### config.mk
export PLATFORM = sky130hd
export DESIGN_NAME = datapath_ctrl
export DESIGN_NICKNAME = d
export VERILOG_FILES = /design/src/rtl/ctrl_pkg.sv /design/src/rtl/datapath_ctrl_decode.sv /design/src/rtl/datapath_ctrl.sv
export SDC_FILE = /design/constraint.sdc
export NUM_CORES = 1
export LEC_CHECK = 0
export CAP_MARGIN = 20
export CORE_ASPECT_RATIO = 0.9
export CORE_MARGIN = 1
export CORE_UTILIZATION = 30
export DETAILED_ROUTE_END_ITERATION = 16
export SLEW_MARGIN = 40
export SYNTH_ARGS = -nofsm -noshare
export SYNTH_HDL_FRONTEND = slang
export SYNTH_HIERARCHICAL = 1
export SYNTH_SLANG_ARGS = --single-unit
### constraint.sdc
create_clock -name clk -period 4.4 [get_ports clk]
set_input_delay 0.88 -clock clk [delete_from_list [all_inputs] [get_ports clk]]
set_output_delay 0.88 -clock clk [all_outputs]
set_load 0.005 [all_outputs]
### src/rtl/ctrl_pkg.sv
// ---------------------------------------------------------------------------
// ctrl_pkg
// Shared definitions for the datapath control sequencer:
//   - opcode constants carried in instr[31:29]
//   - sequencer state encoding
//   - instruction field bit positions and the decoded-field struct
//   - FS_PASS, the ALU pass-A function used to route a register to RAM
//   - is_legal_op(), the opcode legality check
// ---------------------------------------------------------------------------
package ctrl_pkg;

    // Opcodes
    localparam logic [2:0] OP_NOP   = 3'b000;
    localparam logic [2:0] OP_LOADI = 3'b001;
    localparam logic [2:0] OP_ALU   = 3'b010;
    localparam logic [2:0] OP_STORE = 3'b011;
    localparam logic [2:0] OP_LOADM = 3'b100;
    localparam logic [2:0] OP_HALT  = 3'b111;

    // ALU pass-A function: a STORE pushes srcA through the ALU unchanged
    localparam logic [4:0] FS_PASS = 5'b01000;

    // Instruction field bit positions
    localparam int OP_MSB   = 31;
    localparam int OP_LSB   = 29;
    localparam int FS_MSB   = 28;
    localparam int FS_LSB   = 24;
    localparam int DEST_MSB = 23;
    localparam int DEST_LSB = 19;
    localparam int SRCA_MSB = 18;
    localparam int SRCA_LSB = 14;
    localparam int SRCB_MSB = 13;
    localparam int SRCB_LSB = 9;
    localparam int CIN_BIT  = 8;
    localparam int IMM_MSB  = 13;
    localparam int IMM_LSB  = 0;
    localparam int IMM_W    = IMM_MSB - IMM_LSB + 1;

    // Sequencer states
    typedef enum logic [2:0] {
        IDLE   = 3'd0,
        DECODE = 3'd1,
        EXEC   = 3'd2,
        WB     = 3'd3,
        ST     = 3'd4,
        HALT   = 3'd5
    } ctrl_state_e;

    // Fields pulled out of one instruction word (widths fixed by the format)
    typedef struct packed {
        logic [2:0] op;
        logic [4:0] fs;
        logic [4:0] dest;
        logic [4:0] src_a;
        logic [4:0] src_b;
        logic       cin;
    } instr_fields_t;

    // 101 and 110 are the only unassigned opcodes
    function automatic logic is_legal_op(input logic [2:0] op);
        logic legal;
        case (op)
            OP_NOP, OP_LOADI, OP_ALU, OP_STORE, OP_LOADM, OP_HALT: legal = 1'b1;
            default:                                               legal = 1'b0;
        endcase
        return legal;
    endfunction

endpackage

### src/rtl/datapath_ctrl_decode.sv
// ---------------------------------------------------------------------------
// ctrl_decode
// Purely combinational instruction decoder.
// Ports:
//   word      in  32       instruction word to decode
//   fields    out struct   op / FS / dest / srcA / srcB / Cin
//   imm_sext  out DATA_W   imm[13:0] sign-extended to the data bus width
//   illegal   out 1        opcode is 101 or 110
// ---------------------------------------------------------------------------
module ctrl_decode
    import ctrl_pkg::*;
#(
    parameter int DATA_W = 64
) (
    input  logic [31:0]       word,
    output instr_fields_t     fields,
    output logic [DATA_W-1:0] imm_sext,
    output logic              illegal
);

    // Field extraction, immediate sign extension and legality check
    always_comb begin
        fields.op    = word[OP_MSB:OP_LSB];
        fields.fs    = word[FS_MSB:FS_LSB];
        fields.dest  = word[DEST_MSB:DEST_LSB];
        fields.src_a = word[SRCA_MSB:SRCA_LSB];
        fields.src_b = word[SRCB_MSB:SRCB_LSB];
        fields.cin   = word[CIN_BIT];
        imm_sext     = {{(DATA_W-IMM_W){word[IMM_MSB]}}, word[IMM_MSB:IMM_LSB]};
        illegal      = ~is_legal_op(word[OP_MSB:OP_LSB]);
    end

endmodule

### src/rtl/datapath_ctrl.sv
// ---------------------------------------------------------------------------
// datapath_ctrl
// Control sequencer feeding the register file / ALU / RAM datapath. Accepts
// instruction words over a valid/ready handshake, decodes them and drives a
// fully registered (Moore) control word. ALU and STORE ops wait on the ALU
// `stat` completion handshake before writeback or store.
//
// Optional build macro: CTRL_ALU_TIMEOUT_EN
//   defined   -> EXEC watchdog of ALU_WAIT_MAX cycles, alu_timeout port
//   undefined -> EXEC waits forever, no counter, no alu_timeout port
//
// Ports:
//   clk, reset                 clock, synchronous active-high reset
//   instr_valid/instr_ready    instruction handshake, instr = word
//   stat, Cout                 ALU done strobe and carry out
//   Cin, RegWrite, RAMWrite    ALU carry in, register / RAM write strobes
//   MUXSelect, InSelect        register input routing (RAMout / ALU_Out)
//   ALUstart, FS               ALU request and function select
//   data                       immediate for the register input
//   wrAddr, rdAddrA, rdAddrB   register-file addresses
//   busy, halted               status
//   carry_flag                 Cout of the last completed ALU op
//   illegal_op, alu_timeout    sticky error flags
// ---------------------------------------------------------------------------
module datapath_ctrl
    import ctrl_pkg::*;
#(
    parameter int DATA_W = 64,
    parameter int ADDR_W = 5,
    parameter int FS_W   = 5
`ifdef CTRL_ALU_TIMEOUT_EN
    , parameter int ALU_WAIT_MAX = 15
`endif
) (
    input  logic              clk,
    input  logic              reset,
    input  logic              instr_valid,
    output logic              instr_ready,
    input  logic [31:0]       instr,
    input  logic              stat,
    input  logic              Cout,
    output logic              Cin,
    output logic              RegWrite,
    output logic              RAMWrite,
    output logic              MUXSelect,
    output logic              InSelect,
    output logic              ALUstart,
    output logic [DATA_W-1:0] data,
    output logic [FS_W-1:0]   FS,
    output logic [ADDR_W-1:0] wrAddr,
    output logic [ADDR_W-1:0] rdAddrA,
    output logic [ADDR_W-1:0] rdAddrB,
    output logic              busy,
    output logic              halted,
    output logic              carry_flag,
    output logic              illegal_op
`ifdef CTRL_ALU_TIMEOUT_EN
    , output logic            alu_timeout
`endif
);

    ctrl_state_e       state_q, state_d;
    logic [31:0]       ir_q, ir_d;
    logic              exec_first_q, exec_first_d;

    logic              instr_ready_q, instr_ready_d;
    logic              busy_q, busy_d;
    logic              halted_q, halted_d;
    logic              reg_write_q, reg_write_d;
    logic              ram_write_q, ram_write_d;
    logic              alu_start_q, alu_start_d;
    logic              mux_select_q, mux_select_d;
    logic              in_select_q, in_select_d;
    logic              cin_q, cin_d;
    logic [DATA_W-1:0] data_q, data_d;
    logic [FS_W-1:0]   fs_q, fs_d;
    logic [ADDR_W-1:0] wr_addr_q, wr_addr_d;
    logic [ADDR_W-1:0] rd_addr_a_q, rd_addr_a_d;
    logic [ADDR_W-1:0] rd_addr_b_q, rd_addr_b_d;
    logic              carry_flag_q, carry_flag_d;
    logic              illegal_op_q, illegal_op_d;

    logic [31:0]       dec_word_s;
    instr_fields_t     dec_f_s;
    logic [DATA_W-1:0] dec_imm_s;
    logic              dec_illegal_s;
    logic              exec_done_s;

`ifdef CTRL_ALU_TIMEOUT_EN
    localparam int CNT_W = $clog2(ALU_WAIT_MAX + 1);
    logic [CNT_W-1:0]  wait_cnt_q, wait_cnt_d;
    logic              alu_timeout_q, alu_timeout_d;
    logic              exec_expired_s;
`endif

    // While waiting for a word the decoder looks at the live bus so the
    // address/FS/Cin registers load on the accept edge; afterwards it looks
    // at the latched IR.
    always_comb begin
        if (state_q == IDLE) begin
            dec_word_s = instr;
        end else begin
            dec_word_s = ir_q;
        end
        // The first EXEC cycle may see a stale done from the previous op
        exec_done_s = (state_q == EXEC) && !exec_first_q && stat;
    end

    ctrl_decode #(
        .DATA_W (DATA_W)
    ) u_decode (
        .word     (dec_word_s),
        .fields   (dec_f_s),
        .imm_sext (dec_imm_s),
        .illegal  (dec_illegal_s)
    );

`ifdef CTRL_ALU_TIMEOUT_EN
    // EXEC-cycle counter for the ALU watchdog
    always_comb begin
        if (state_q == EXEC) begin
            wait_cnt_d = wait_cnt_q + CNT_W'(1);
        end else begin
            wait_cnt_d = {CNT_W{1'b0}};
        end
        exec_expired_s = (state_q == EXEC) && (wait_cnt_q == CNT_W'(ALU_WAIT_MAX - 1));
    end
`endif

    // Next-state, register loads and next values of the registered outputs
    always_comb begin
        state_d      = state_q;
        ir_d         = ir_q;
        rd_addr_a_d  = rd_addr_a_q;
        rd_addr_b_d  = rd_addr_b_q;
        wr_addr_d    = wr_addr_q;
        fs_d         = fs_q;
        cin_d        = cin_q;
        data_d       = data_q;
        carry_flag_d = carry_flag_q;
        illegal_op_d = illegal_op_q;
`ifdef CTRL_ALU_TIMEOUT_EN
        alu_timeout_d = alu_timeout_q;
`endif

        case (state_q)
            IDLE: begin
                if (instr_valid) begin
                    state_d     = DECODE;
                    ir_d        = instr;
                    rd_addr_a_d = ADDR_W'(dec_f_s.src_a);
                    rd_addr_b_d = ADDR_W'(dec_f_s.src_b);
                    wr_addr_d   = ADDR_W'(dec_f_s.dest);
                    fs_d        = FS_W'(dec_f_s.fs);
                    cin_d       = dec_f_s.cin;
                end else begin
                    state_d = IDLE;
                end
            end
            DECODE: begin
                if (dec_illegal_s) begin
                    illegal_op_d = 1'b1;
                    state_d      = IDLE;
                end else begin
                    case (dec_f_s.op)
                        OP_NOP:   state_d = IDLE;
                        OP_LOADI: begin
                            state_d = WB;
                            data_d  = dec_imm_s;
                        end
                        OP_LOADM: state_d = WB;
                        OP_ALU:   state_d = EXEC;
                        OP_STORE: begin
                            state_d = EXEC;
                            fs_d    = FS_W'(FS_PASS);
                        end
                        OP_HALT:  state_d = HALT;
                        default:  state_d = IDLE;
                    endcase
                end
            end
            EXEC: begin
                if (exec_done_s) begin
                    carry_flag_d = Cout;
                    state_d      = (dec_f_s.op == OP_STORE) ? ST : WB;
`ifdef CTRL_ALU_TIMEOUT_EN
                end else if (exec_expired_s) begin
                    alu_timeout_d = 1'b1;
                    state_d       = IDLE;
`endif
                end else begin
                    state_d = EXEC;
                end
            end
            WB:      state_d = IDLE;
            ST:      state_d = IDLE;
            HALT:    state_d = HALT;
            default: state_d = IDLE;
        endcase

        // Moore outputs: registered alongside the state they belong to
        instr_ready_d = (state_d == IDLE);
        busy_d        = (state_d != IDLE) && (state_d != HALT);
        halted_d      = (state_d == HALT);
        alu_start_d   = (state_d == EXEC);
        reg_write_d   = (state_d == WB);
        ram_write_d   = (state_d == ST);
        // ALU result path stays selected from EXEC until the op retires
        in_select_d   = (state_d == EXEC) || (state_d == ST)
                        || ((state_d == WB) && (dec_f_s.op == OP_ALU));
        mux_select_d  = (state_d == WB) && (dec_f_s.op == OP_LOADM);
        exec_first_d  = (state_q != EXEC);
    end

    // State and output registers with synchronous reset
    always_ff @(posedge clk) begin
        if (reset) begin
            state_q       <= IDLE;
            ir_q          <= 32'd0;
            exec_first_q  <= 1'b1;
            instr_ready_q <= 1'b1;
            busy_q        <= 1'b0;
            halted_q      <= 1'b0;
            reg_write_q   <= 1'b0;
            ram_write_q   <= 1'b0;
            alu_start_q   <= 1'b0;
            mux_select_q  <= 1'b0;
            in_select_q   <= 1'b0;
            cin_q         <= 1'b0;
            data_q        <= {DATA_W{1'b0}};
            fs_q          <= {FS_W{1'b0}};
            wr_addr_q     <= {ADDR_W{1'b0}};
            rd_addr_a_q   <= {ADDR_W{1'b0}};
            rd_addr_b_q   <= {ADDR_W{1'b0}};
            carry_flag_q  <= 1'b0;
            illegal_op_q  <= 1'b0;
`ifdef CTRL_ALU_TIMEOUT_EN
            wait_cnt_q    <= {CNT_W{1'b0}};
            alu_timeout_q <= 1'b0;
`endif
        end else begin
            state_q       <= state_d;
            ir_q          <= ir_d;
            exec_first_q  <= exec_first_d;
            instr_ready_q <= instr_ready_d;
            busy_q        <= busy_d;
            halted_q      <= halted_d;
            reg_write_q   <= reg_write_d;
            ram_write_q   <= ram_write_d;
            alu_start_q   <= alu_start_d;
            mux_select_q  <= mux_select_d;
            in_select_q   <= in_select_d;
            cin_q         <= cin_d;
            data_q        <= data_d;
            fs_q          <= fs_d;
            wr_addr_q     <= wr_addr_d;
            rd_addr_a_q   <= rd_addr_a_d;
            rd_addr_b_q   <= rd_addr_b_d;
            carry_flag_q  <= carry_flag_d;
            illegal_op_q  <= illegal_op_d;
`ifdef CTRL_ALU_TIMEOUT_EN
            wait_cnt_q    <= wait_cnt_d;
            alu_timeout_q <= alu_timeout_d;
`endif
        end
    end

    assign instr_ready = instr_ready_q;
    assign busy        = busy_q;
    assign halted      = halted_q;
    assign RegWrite    = reg_write_q;
    assign RAMWrite    = ram_write_q;
    assign ALUstart    = alu_start_q;
    assign MUXSelect   = mux_select_q;
    assign InSelect    = in_select_q;
    assign Cin         = cin_q;
    assign data        = data_q;
    assign FS          = fs_q;
    assign wrAddr      = wr_addr_q;
    assign rdAddrA     = rd_addr_a_q;
    assign rdAddrB     = rd_addr_b_q;
    assign carry_flag  = carry_flag_q;
    assign illegal_op  = illegal_op_q;
`ifdef CTRL_ALU_TIMEOUT_EN
    assign alu_timeout = alu_timeout_q;
`endif

endmodule

* Yosys cells after proc, flatten, opt, wreduce, memory -nomap -nowiden
Cells that the tools add are included.
Cells by class: eq/ne operators 17, bitwise gates (word level) 1, multiplexer cells 12, reductions and logical operators 21
Operators by type and width (count):
- 2-to-1 mux 32 bit | 1
- == test 3 x 2 -> 1 bit (second input constant) | 5
- == test 3 bit (second input constant) | 5
- 2-to-1 mux 5 bit | 3
- one-hot mux 3 bit (4 select lines) | 1
- one-hot mux 5 bit (2 select lines) | 1
- logical NOT 3 bit | 3
- 2-to-1 mux 3 bit | 3
- one-hot mux 3 bit (3 select lines) | 1
- == test 3 x 1 -> 1 bit (second input constant) | 2
- AND reduction 2 bit | 3
- OR reduction 6 bit | 1
- logical AND 1 bit | 5
- inequality test 2 bit (second input constant) | 2
- AND reduction 4 bit | 1
- OR reduction 2 bit | 2
- inequality test 3 x 2 -> 1 bit (second input constant) | 1
- inequality test 3 bit (second input constant) | 1
- AND reduction 3 bit | 1
- nonzero test 3 bit | 1
- logical OR 1 bit | 2
- 2-to-1 mux 1 bit | 2
- inequality test 2 x 1 -> 1 bit (second input constant) | 1
- nonzero test 2 bit | 1
- 2 further kinds | 2
Storage, ports and cells: input bits 37, logic and storage cells 70, register bits 81

* Depth between registers and ports, before layout
Gate-level depths: netlist of the first run.
depth in word-level cells 10, depth in mapped cells 12

* Cells and area by module
The synthesis of the first run kept the hierarchy.
By module, submodules not included:
- datapath_ctrl | sequential area each 2622.5 µm², instances 1, area each 5141.2 µm², cells an instance 618
- ctrl_decode | sequential area each 0.0 µm², instances 1, area each 675.6 µm², cells an instance 90

* Worst setup path before layout of the first run
OpenSTA, ideal clock, no wires.
path kind register -> register, start register state_q[2], end register data_q[63] (netlist: data[63]), required time 4333 ps, library setup time 67 ps, clock period less this slack 2715 ps, cell stages (with the launch flop) 13, arrival 2648 ps, path buffers 4, setup slack 1685 ps, cell sequence dfxtp_1 buf_6 nor3_2 buf_2 mux2_2 xor2_1 and2_1 nor4b_4 and3b_1 buf_6 buf_12 nand2_1 a21oi_2
On the way: word-level cells in the longest chain between the ends 6, elaborated cells between the ends (all ways) 12, classes of those cells eq/ne: 6; mux: 2; reduce/logical: 4
RTL lines:
- start, declared | RTL line datapath_ctrl.sv:62 | ctrl_state_e state_q, state_d;
- start signal, assigned | RTL line datapath_ctrl.sv:242 | state_q <= state_d;
- logical NOT 3 bit (*) | RTL line datapath_ctrl.sv:100 | if (state_q == IDLE) begin
- 2-to-1 mux 32 bit (*) | RTL line datapath_ctrl.sv:100
- named net dec_word_s[30] | RTL line datapath_ctrl.sv:83 | logic [31:0] dec_word_s;
- == test 3 x 2 -> 1 bit, or another cell as far along | RTL line ctrl_pkg.sv:62 | case (op)
- OR reduction 6 bit | RTL line ctrl_pkg.sv:62
- 2-to-1 mux 1 bit | RTL line ctrl_pkg.sv:62
- AND reduction 3 bit (no line) (*)
- end signal, assigned | RTL line datapath_ctrl.sv:230 | data_q <= {DATA_W{1'b0}};
- end signal, assigned | RTL line datapath_ctrl.sv:254 | data_q <= data_d;
- end, declared | RTL line datapath_ctrl.sv:75 | logic [DATA_W-1:0] data_q, data_d;
The timed path passes the listed nets; every way through them passes the cells marked *. A chain may end at the register's enable or synchronous reset.

* Worst setup path in the final report of the first run
start register state_q[2], end register data_q[55] (netlist: data[55])
Same word-level chain as after synthesis.

==> out/metrics.yaml, run 1 <==
synth_area_sq_um: 5820
cts-resized-gates: 0
worstPathMaxFanout: 39
period_minus_slack_ps: 3570
seq_area_frac_synth_pct: 45.1
met2_use_gr_pct: 20.5
combinationalPowerShare_pct: 15.6
classification_of_the_worst_setup_path: "flip-flop to flip-flop"
cts_hold_buf: 0
vias: 4403
setup_viol: 0
multi_input_area_sq_um: 2230
peakVddDrop_v: 0.000260
syn2layout_area_growth_pct: 23.2
die_area_sq_um: 20000
routedWlPerCell_um: 13.5
final.period_utilization_pct: 81.1
busiest_layer: "met2"
cts_h_tree_lvls: 4
switching_power_uw: 843
reg2reg_slack_ps: 830
initial_antenna_violation_count: 1
final_cells: 989
filler_cell_count: 1917
arrival_ps: 3900
initial_core_util_pct: 31.1
seq_power_share_pct: 39.9
tightest_slew_ps: 783
rr_startpoint: "state_q[2]"
synth_cell_type_count: 39
power.share.switching_pct: 25.8
fp-row-count: 47
drc_errors: 0
worst_min_path_class: "flip-flop to flip-flop"
synth.net_count: 745
ys_seq_elements: 131
post_route_cells_drive_above_1_share_pct: 10.9
synth_edf_count: 0
initialDrtViolationCount: 233
vias_per_cell: 4.45
yosys_warnings: 6
synth-async-reset-ratio_pct: 0
finalWeightedCongestion: 0.765
numCtsBuffers: 17
drv_slew: 0
worst_setup_hold_path_clk_slew_ps: 60
end_kind: "flip-flop"
timing.max_cap.violations: 0
detailedPlacementHpwl_mm: 8.37
grt_first_pass_wirelength_mm: 21.4
worst_skew_pair.late_latency_ps: 410
gr-usage-met3_pct: 5.14
die-height_um: 134
clockBufferDepth: 2
max_clock_freq_ghz: 0.280
post_synth_inst_count: 708
die_width_um: 149
slew_headroom_pct: 47.8
clk_sinks: 131
final_cell_mix: "231 x sky130_fd_sc_hd__nand2_1, 131 x sky130_fd_sc_hd__dfxtp_1, 130 x sky130_fd_sc_hd__clkdlybuf4s50_1"
grt_util_all_layers_pct: 13.8
final-seq-area_sq_um: 2620
p_int_uw: 2420
rr_worst_depth: 9
number_of_placed_cells_counting_well_taps: 957
post_layout_utilization_of_the_core_pct: 38.3
required_ps: 4730
syn_area_per_cell_sq_um: 8.22
cts_tree: "done"
rsz0062_at_grt: "false"
critPathLaunch: "state_q[2]"
global_route.overflow_total: 0
antenna_violation_net_count_after_detailed_routing: 0
timing.critical_path.from_type: "flip-flop"
power_frac_clock_pct: 44.6
p_per_area_nw_per_um2: 455
first_global_vias: 4032
root_buffer: "sky130_fd_sc_hd__clkbuf_16"
dr.pass1.iters: 4
diodes: 0
critical_path.reg2reg.endpoint: "data[55]"
grt_start_max_net_pins: 70
post_cts_buffers: 0
num_io_pins: 132
post-layout-total-power_uw: 3260
final_hold_viol_count: 0
area_of_the_core_region_sq_um: 18700
clock_skew_ps: 7.72
mostFrequentLayoutCell: "sky130_fd_sc_hd__nand2_1"
setup.worst_path.end: "data[55]"
leakage_component_of_the_power_uw: 0.00251
portbufs: 131
synth_flop_cell: "sky130_fd_sc_hd__dfxtp_1"
post_layout_nets: 768
run_status: "completed"
met1_demand_to_capacity_share_in_global_routing_pct: 18.5
detail_route.wirelength_mm: 13.4
finalSetupTns_ps: 0
==> cell type report <==
class	count	area share, %
clock buffers	20	6.37
clock inverters	12	2.16
inverters	3	0.157
multi-input cells	439	31.2
flip-flops and latches	131	36.6
well taps	245	4.28
repair buffers	139	19.3
==> routing by layer <==
metal,up-vias,part of all wire (%)
li1,2275,-
met5,-,0.10
met3,10,6.8
met1,2012,48
met2,104,44
met4,2,1.2
==> kinds of logic (layout without fill, tap and decap cells) <==
kind of cell / count (synthesis) / count (layout) / share of synthesized area [%]
simple gates: 269 / 269 / 19.2
buf+inv: 138 / 174 / 16.8
flops: 131 / 131 / 45.1
mux: 33 / 33 / 6.37
xor+xnor: 1 / 1 / 0.151
compound gates: 136 / 136 / 12.4
==> state kept, by name (all words and copies together), names as in the netlist <==
register	flops
state_q	3
InSelect	1
wrAddr	5
ir_q	32
RegWrite	1
FS	5
rdAddrB	5
data	64
MUXSelect	1
exec_first_q	1
RAMWrite	1
illegal_op	1
halted	1
Cin	1
instr_ready	1
busy	1
carry_flag	1
ALUstart	1
rdAddrA	5
==> stage by stage <==
stage	hold slack, ps	setup slack, ps	instance area [sq um]
global placement	439	778	6550
global route	466	559	7170
CTS	454	754	7170
floorplan	434	1680	5820
finish	451	834	7170
detailed placement	446	736	6560
==> cells in the mapped netlist (2+ instances only) <==
library cell | number | area share, %
sky130_fd_sc_hd__and3b_1 | 2 | 0.30
sky130_fd_sc_hd__buf_12 | 6 | 2.1
sky130_fd_sc_hd__inv_1 | 3 | 0.19
sky130_fd_sc_hd__nor2b_1 | 3 | 0.32
sky130_fd_sc_hd__dfxtp_1 | 131 | 45
sky130_fd_sc_hd__nor2_1 | 13 | 0.84
sky130_fd_sc_hd__a21oi_1 | 119 | 10
sky130_fd_sc_hd__buf_2 | 5 | 0.43
sky130_fd_sc_hd__o21ai_0 | 5 | 0.43
sky130_fd_sc_hd__a41oi_1 | 2 | 0.30
sky130_fd_sc_hd__buf_6 | 2 | 0.39
sky130_fd_sc_hd__buf_4 | 90 | 12
sky130_fd_sc_hd__nand4_1 | 2 | 0.22
sky130_fd_sc_hd__mux2_2 | 32 | 6.2
sky130_fd_sc_hd__nand2_1 | 232 | 15
sky130_fd_sc_hd__and3_1 | 2 | 0.22
sky130_fd_sc_hd__nand3_1 | 5 | 0.43
sky130_fd_sc_hd__clkbuf_1 | 32 | 2.1
sky130_fd_sc_hd__nor4b_4 | 2 | 0.82
==> power by group through the flow <==
stage / Combinational, uW / Clock, uW / Sequential [uW]
finish: 507 / 1450 / 1300
global route: 562 / 1560 / 1310
CTS: 515 / 1500 / 1300
detailed placement: 513 / 0 / 1330
global placement: 509 / 0 / 1320
floorplan: 512 / 0 / 1310
==> worst min path at each step <==
stage | startpoint | endpoint | cells after the start
final | data[3] | data[3] | 2
after global routing | ir_q[31] | ir_q[31] | 2
after CTS | ir_q[27] | ir_q[27] | 2
after detailed placement | ir_q[27] | ir_q[27] | 2
after global placement | ir_q[9] | ir_q[9] | 2
after floorplan | ir_q[0] | ir_q[0] | 2
==> critical path: stages, from the launching register on <==
cell	delay, ps
sky130_fd_sc_hd__dfxtp_1	470
sky130_fd_sc_hd__nor3_4	600
sky130_fd_sc_hd__buf_4	290
sky130_fd_sc_hd__mux2_2	460
sky130_fd_sc_hd__and2_1	210
sky130_fd_sc_hd__nor4b_4	350
sky130_fd_sc_hd__and3b_2	590
sky130_fd_sc_hd__buf_12	270
sky130_fd_sc_hd__nand2_1	80
sky130_fd_sc_hd__a21oi_1	150
Power figures use the tool's default switching activity.
==> run 2: changes to the inputs <==
Clock period 4.4 ns to 3.64 ns, I/O delays scaled along.
==> run 2 against run 1 <==
- die area unchanged
- sequential share of layout area about the same
- combinational power up 21%
- non-clock buffer count up 2
- wire length up 0.58%
- power up 20%
- worst hold slack worse by 0.81 ps
==> out/metrics.yaml, run 2 (synthesis results as in run 1) <==
met1_demand_to_capacity_share_in_global_routing_pct: 18.6
timing.critical_path.from_type: "flip-flop"
arrival_ps: 3320
cpMaxStageDelayCell: "sky130_fd_sc_hd__mux2_2"
worst_slack_ps: 665
vias: 4417
global_route.overflow_total: 0
slew_headroom_pct: 53.7
initial_core_util_pct: 31.1
drv_slew: 0
diodes: 0
end_kind: "flip-flop"
worstPathMaxFanout: 64
dr.pass1.iters: 7
tightest_slew_ps: 695
timing.max_cap.violations: 0
required_ps: 3990
cts_hold_buf: 0
clock_skew_ps: 13.7
grt_start_max_net_pins: 65
worst_skew_pair.late_latency_ps: 420
crit_cells: 9
classification_of_the_worst_setup_path: "flip-flop to flip-flop"
gr-usage-met3_pct: 5.61
leakage_component_of_the_power_uw: 0.00250
vias_per_cell: 4.46
num_io_pins: 132
cts_h_tree_lvls: 4
post_cts_buffers: 0
area_of_the_core_region_sq_um: 18700
die_area_sq_um: 20000
reg2reg_slack_ps: 660
final.period_utilization_pct: 81.7
period_minus_slack_ps: 2980
detail_route.wirelength_mm: 13.4
run_status: "completed"
finalSetupTns_ps: 0
cts_tree: "done"
holdPathStages: 2
setup.worst_path.end: "data[52]"
initialDrtViolationCount: 150
numCtsBuffers: 17
worst_min_path_class: "flip-flop to flip-flop"
busiest_layer: "met2"
fp-row-count: 47
timing.critical_path.max_delay_family: "simple AND/OR/NAND/NOR gates"
worst_case_setup_slack_after_placement_ps: 431
detailedPlacementHpwl_mm: 8.28
cts-resized-gates: 0
peakVddDrop_v: 0.000280
final_cell_mix: "231 x sky130_fd_sc_hd__nand2_1, 131 x sky130_fd_sc_hd__dfxtp_1, 130 x sky130_fd_sc_hd__clkdlybuf4s50_1"
final_hold_viol_count: 0
hold_path.startpoint: "data[36]"
largest_register_ffs: 64
setup_viol: 0
drc_errors: 0
mostFrequentLayoutCell: "sky130_fd_sc_hd__nand2_1"
clk_sinks: 131
grt_first_pass_wirelength_mm: 21.7
portbufs: 131
rr_startpoint: "state_q[2]"
grt_util_all_layers_pct: 14.0
antenna_violation_net_count_after_detailed_routing: 0
clockBufferDepth: 2
rsz0062_at_grt: "false"
met2_use_gr_pct: 20.3
post_route_cells_drive_above_1_share_pct: 11.1
die_width_um: 149
timing.critical_path.slowest_cell_delay_ps: 480
first_global_vias: 4035
root_buffer: "sky130_fd_sc_hd__clkbuf_16"
path_cells: "nor3_4 -> mux2_2 -> xor2_1 -> and2_1 -> nor4b_4 -> and3b_2 -> buf_12 -> nand2_1 -> a21oi_1"
max_clock_freq_ghz: 0.336
initial_antenna_violation_count: 0
die-height_um: 134
finalWeightedCongestion: 0.755
post_layout_nets: 770
post-layout-total-power_uw: 3930
p_per_area_nw_per_um2: 547
worst_setup_hold_path_clk_slew_ps: 50
critical_path.reg2reg.endpoint: "data[52]"
critPathLaunch: "state_q[2]"
cp_num_buf_inv: 1
routedWlPerCell_um: 13.6
rr_worst_depth: 9
syn2layout_area_growth_pct: 23.3
## run 2: per-stage QoR
step | hold slack [ps] | instance area, sq um | cells | util (%)
global route | 468 | 7170 | 991 | 38.4
detailed placement | 445 | 6570 | 959 | 35.1
global placement | 440 | 6570 | 959 | 35.1
finish | 450 | 7170 | 991 | 38.4
CTS | 454 | 7170 | 991 | 38.4
floorplan | 434 | 5820 | 708 | -
## run 2: power breakdown
| part | internal, uW | switching (uW) | total (uW) |
|---|---|---|---|
| registers | 1520 | 50.1 | 1570 |
| clock network | 1090 | 653 | 1740 |
| logic | 289 | 326 | 616 |
| total | 2900 | 1030 | 3930 |
## run 2: area by class of cell
class                      instances  area [sq um]
fill                            1934         11500
sequential                       131          2620
multi-input combinational        439          2230
timing repair buffer             141          1400
clock buffer                      22           484
tap                              245           307
clock inverter                    10           123
inverter                           3          11.3
## run 2: routing by layer
metal  vias up  routed length, um
met5         -                  0
met4         0                151
met3        12                914
met2       116               5870
met1      2020               6500
li1       2269                  -
## run 2: worst min-delay path, stage by stage, from the launching register on
cell and delay, ps:
sky130_fd_sc_hd__dfxtp_1 300, sky130_fd_sc_hd__nand2_1 50, sky130_fd_sc_hd__a21oi_1 50
## run 2: worst min-delay path by stage
stage | to | slack [ps]
6_report | data[36] | 450
5_1_grt | data[17] | 470
4_1_cts | data[13] | 450
3_5_place_dp | data[13] | 450
3_3_place_gp | ir_q[9] | 440
2_1_floorplan | ir_q[0] | 430
==> RTL edit 1: new RTL, settings of run 2 <==
The parameter `FS_W` goes from 5 to 4.
--- a/src/rtl/datapath_ctrl.sv
+++ b/src/rtl/datapath_ctrl.sv
@@ -28,5 +28,5 @@
     parameter int DATA_W = 64,
     parameter int ADDR_W = 5,
-    parameter int FS_W   = 5
+    parameter int FS_W   = 4
 `ifdef CTRL_ALU_TIMEOUT_EN
     , parameter int ALU_WAIT_MAX = 15
Ports: changed (resized FS); port bits go from 132 to 131. No check against the original RTL was run, so the function may have changed too.
==> RTL edit 1 against run 2 <==
Maximum frequency is 0.40% higher. Worst setup slack improved by 0.012 ns. Largest cell class unchanged. Area after synthesis down 1.4%. Power increased by 5.5%. Count of clock-buffer cells in the layout unchanged. Cell area is essentially flat. Non-clock buffer count fell by 1. Sequential cell count shrank 2. Global-route usage is 0.21 points lower. Wire length decreased by 2.5%.
==> RTL edit 1: results (changes against run 2) <==
Clock transition at path regs: 0.06 ns
Min-Delay Startpoint: ir_q[25] (was data[36])
Crit path largest cell delay: 0.46 ns (was 0.48 ns)
syn nets: 736 (was 745)
largest net degree at the start of global routing: 65 (unchanged)
fill count: 1,902 (was 1,934)
Post-CTS Resized: 0 (unchanged)
Worst path top cell family by delay: simple AND/OR/NAND/NOR gates (unchanged)
nets: 761 (was 770)
Sink Count: 129 (was 131)
worst skew pair latency: 0.41 ns
Pleak: 0.00252 uW (was 0.00250 uW)
layout cell share with drive strength beyond 1: 11.3% (was 11.1%)
CP startpoint: state_q[1] (was state_q[2])
slowest cell on the critical path: dfxtp_1 (was mux2_2)
syn avg cell area: 8.21 sq um (was 8.22 sq um)
antenna violations before repair: 1 (was 0)
n_diodes: 0 (unchanged)
GRT Util Overall: 13.7% (was 14.0%)
vias in the first global route: 3,999 (was 4,035)
drt first pass iters: 4 (was 7)
Avg Vias per Cell: 4.43 (was 4.46)
hpwl dp: 8060 um (was 8280 um)
Tightest Pin Transition: 0.734 ns (was 0.695 ns)
outcome: completed (unchanged)
Initial DRC Count: 261 (was 150)
Layout Skew: 0.00659 ns (was 0.0137 ns)
Worst EP arrival: 3.22 ns (was 3.32 ns)
Worst VDD drop: 0.000319 V (was 0.000280 V)
Detailed Route WL: 13,100 um (was 13,400 um)
RePlAce Congestion: 0.733 (was 0.755)
CTS root buf: clkbuf_16 (unchanged)
PortBufs: 129 (was 131)
first-pass GRT wire length: 21,100 um (was 21,700 um)
RTL edit 1: final timing paths:
path	cells after the start	slack (ns)	to
hold reg to reg	2	0.45	ir_q[25]
setup / recovery	9	0.68	data[22]
setup reg to reg	9	0.68	data[22]
hold / removal	2	0.45	ir_q[25]
RTL edit 1: worst reg2reg max path: stages (launching register included):
cell and delay [ns]:
dfxtp_1 0.46, nor3_4 0.33, buf_4 0.26, mux2_2 0.46, and2_1 0.21, nor4b_4 0.35
nand3b_1 0.12, buf_4 0.33, nand2_1 0.21, a21oi_1 0.08
RTL edit 1: layout make-up:
cell class / count / area [sq um] / share of cell area (%)
clock inverters: 9 / 200 / 2.79
flip-flops and latches: 129 / 2580 / 36.0
clock buffers: 22 / 494 / 6.89
multi-input cells: 433 / 2200 / 30.6
repair buffers: 140 / 1380 / 19.3
inverters: 3 / 11.3 / 0.157
well taps: 245 / 307 / 4.27
RTL edit 1: per-stage QoR:
step           std cells  cell area [sq um]  setup WS (ns)
3_3_place_gp         950               6480          0.484
6_report             981               7170          0.677
2_1_floorplan        699               5740          0.936
3_5_place_dp         950               6480          0.489
4_1_cts              981               7170          0.684
5_1_grt              981               7170          0.459
RTL edit 1: power breakdown:
group | switching [uW] | leakage (uW) | internal [uW] | total [uW]
combinational | 318 | 0.00114 | 285 | 603
clock | 623 | 0.000334 | 1370 | 1990
sequential | 49.0 | 0.00105 | 1500 | 1550
RTL edit 1: per-layer routing:
metal  track usage, %  share of wire, %  vias to the layer above  wire (um)
met3             5.89               7.0                       12        918
met2             20.5                45                       93       5830
li1                 -                 -                     2242          -
met1             17.7                47                     1999       6200
met5                0             0.092                        -         12
met4             4.70               1.0                        2        135
==> RTL edit 2: new RTL, config.mk and constraints of run 2 <==
Made on the original files. Take the reset off `ir_q` and load it in a clocked block of its own.
--- a/src/rtl/datapath_ctrl.sv
+++ b/src/rtl/datapath_ctrl.sv
@@ -217,5 +217,4 @@
         if (reset) begin
             state_q       <= IDLE;
-            ir_q          <= 32'd0;
             exec_first_q  <= 1'b1;
             instr_ready_q <= 1'b1;
@@ -241,5 +240,4 @@
         end else begin
             state_q       <= state_d;
-            ir_q          <= ir_d;
             exec_first_q  <= exec_first_d;
             instr_ready_q <= instr_ready_d;
@@ -266,4 +264,8 @@
     end
 
+    always_ff @(posedge clk) begin
+        ir_q <= ir_d;
+    end
+
     assign instr_ready = instr_ready_q;
     assign busy        = busy_q;
Check against the original RTL: no difference found for any inputs over 4 cycles, from zero or initial values and one cycle with reset high; that may be too few to reach the edited logic, so the function may still have changed.
==> RTL edit 2 against run 2 <==
Worst hold slack better by 0.0011 ns. Area after synthesis down 0.54%. Highest routed layer unchanged. Sequential cell count stayed put. Critical endpoint is now data[60]. Combinational power fell by 13%. Worst setup slack lost 0.098 ns. Power is 3.6% lower. Wire length shrank 7.2%. Cell area shrank 0.94%.
==> RTL edit 2: results (changes against run 2) <==
largest cells by area after synthesis: dfxtp_1 (34%), edfxtp_1 (17%), buf_4 (11%) (was dfxtp_1 (45%), nand2_1 (15%), buf_4 (12%))
setup repair bufs after CTS: 0 (unchanged)
PortBufs: 131 (unchanged)
drt first pass iters: 4 (was 7)
layout cell share with drive strength beyond 1: 14.4% (was 11.1%)
RePlAce Congestion: 0.807 (was 0.755)
first-pass GRT wire length: 20,300 um (was 21,700 um)
nets: 675 (was 770)
Tightest Pin Transition: 0.688 ns (was 0.695 ns)
Post-CTS Resized: 0 (unchanged)
YS warnings: 6 (unchanged)
worst min path class: flop to flop (unchanged)
Crit path largest cell delay: 0.48 ns (about the same)
vias: 3,896 (was 4,417)
Worst VDD drop: 0.000290 V (was 0.000280 V)
Initial DRC Count: 177 (was 150)
outcome: completed (unchanged)
drt wl/cell: 13.9 um (was 13.6 um)
Worst path top cell family by delay: simple AND/OR/NAND/NOR gates (unchanged)
type of the worst setup path: flop to flop (unchanged)
Layout Skew: 0.00661 ns (was 0.0137 ns)
CTS Buf Count: 17 (unchanged)
hold-critical path depth: 2 (unchanged)
Post-synth EDFFs: 32 (was 0)
ys async rst share: 0% (unchanged)
register area share after synthesis: 50.9% (was 45.1%)
htree depth: 4 (unchanged)
fill count: 1,859 (was 1,934)
antenna violations before repair: 0 (unchanged)
Worst EP arrival: 3.42 ns (was 3.32 ns)
slowest cell on the critical path: mux2_2 (unchanged)
n_diodes: 0 (unchanged)
reg2reg path depth: 9 (unchanged)
Min-Delay Startpoint: rdAddrB[4] (was data[36])
hpwl dp: 7770 um (was 8280 um)
Critical Path Fanout Max: 54 (was 64)
GRT Util Overall: 13.2% (was 14.0%)
vias in the first global route: 3,767 (was 4,035)
worst skew pair latency: 0.41 ns
Largest register FFs: 64 (unchanged)
reg-to-reg startpoint: state_q[2] (unchanged)
CTS root buf: clkbuf_16 (unchanged)
Synth top cells by count: nand2_1 (168), dfxtp_1 (99), buf_4 (88), a21oi_1 (71) (was nand2_1 (232), dfxtp_1 (131), a21oi_1 (119), buf_4 (90))
syn nets: 643 (was 745)
Netlist cell types: 40 (was 39)
worst-case clock buffer depth: 2 (unchanged)
largest net degree at the start of global routing: 65 (unchanged)
Pleak: 0.00236 uW (was 0.00250 uW)
## RTL edit 2: cell count changes after synthesis, sizes merged, moves of 2 or more
cell           run 2  this run
nand2            232       168
dfxtp            131        99
edfxtp             0        32
a21oi            120        91
clkbuf            32        17
buf              103       108
o21ai              5         9
a41oi              2         0
and3               2         0
nor3b              1         3
nor4b              3         1
## RTL edit 2: final cells by class
type	instances	area, sq um	share of cell area, %
clock buffer	22	444	6.25
sequential	131	2940	41.4
inverter	3	11.3	0.158
multi-input combinational	347	1900	26.8
timing repair buffer	138	1390	19.5
tap	245	307	4.31
clock inverter	10	110	1.55
## RTL edit 2: logic make-up after synthesis
family | Yosys count | synth area share (%)
buffers and inverters | 128 | 16.3
XOR/XNOR | 1 | 0.151
AND/OR/NAND/NOR | 204 | 15.0
AO/OA/AOI/OAI | 110 | 11.4
multiplexers | 32 | 6.23
flip-flops | 131 | 50.9
## RTL edit 2: per-layer routing
layer,track usage [%],routed length (um),part of all wire [%],up-vias
met1,17.8,6140,49,1814
met5,0,0,0,-
met3,4.59,641,5.1,6
met2,19.7,5580,45,84
li1,-,-,-,1992
met4,4.12,104,0.83,0
## RTL edit 2: worst paths after layout
check | slack [ns] | to
worst max-delay path | 0.57 | data[60]
worst min-delay path | 0.45 | rdAddrB[4]
worst max register to register | 0.57 | data[60]
worst min register to register | 0.45 | rdAddrB[4]
## RTL edit 2: per-stage QoR
step / worst slack, ns / util [%] / std cells / hold WS (ns) / cell area, sq um
detailed placement: 0.337 / 35.1 / 864 / 0.446 / 6550
global route: 0.311 / 38.1 / 896 / 0.468 / 7110
CTS: 0.575 / 38.1 / 896 / 0.454 / 7110
floorplan: 0.991 / - / 606 / 0.453 / 5790
finish: 0.566 / 38.1 / 896 / 0.451 / 7110
global placement: 0.368 / 35.1 / 864 / 0.442 / 6550
## RTL edit 2: where the power goes
group / leakage, uW / internal, uW / switching, uW
combinational: 0.000988 / 259 / 277
clock: 0.000262 / 1000 / 616
sequential: 0.00111 / 1590 / 39.3
## RTL edit 2: tightest hold or removal path: stages (launching register included)
cell and delay [ns]:
dfxtp_1 0.30, nand2_1 0.05, a21oi_1 0.05
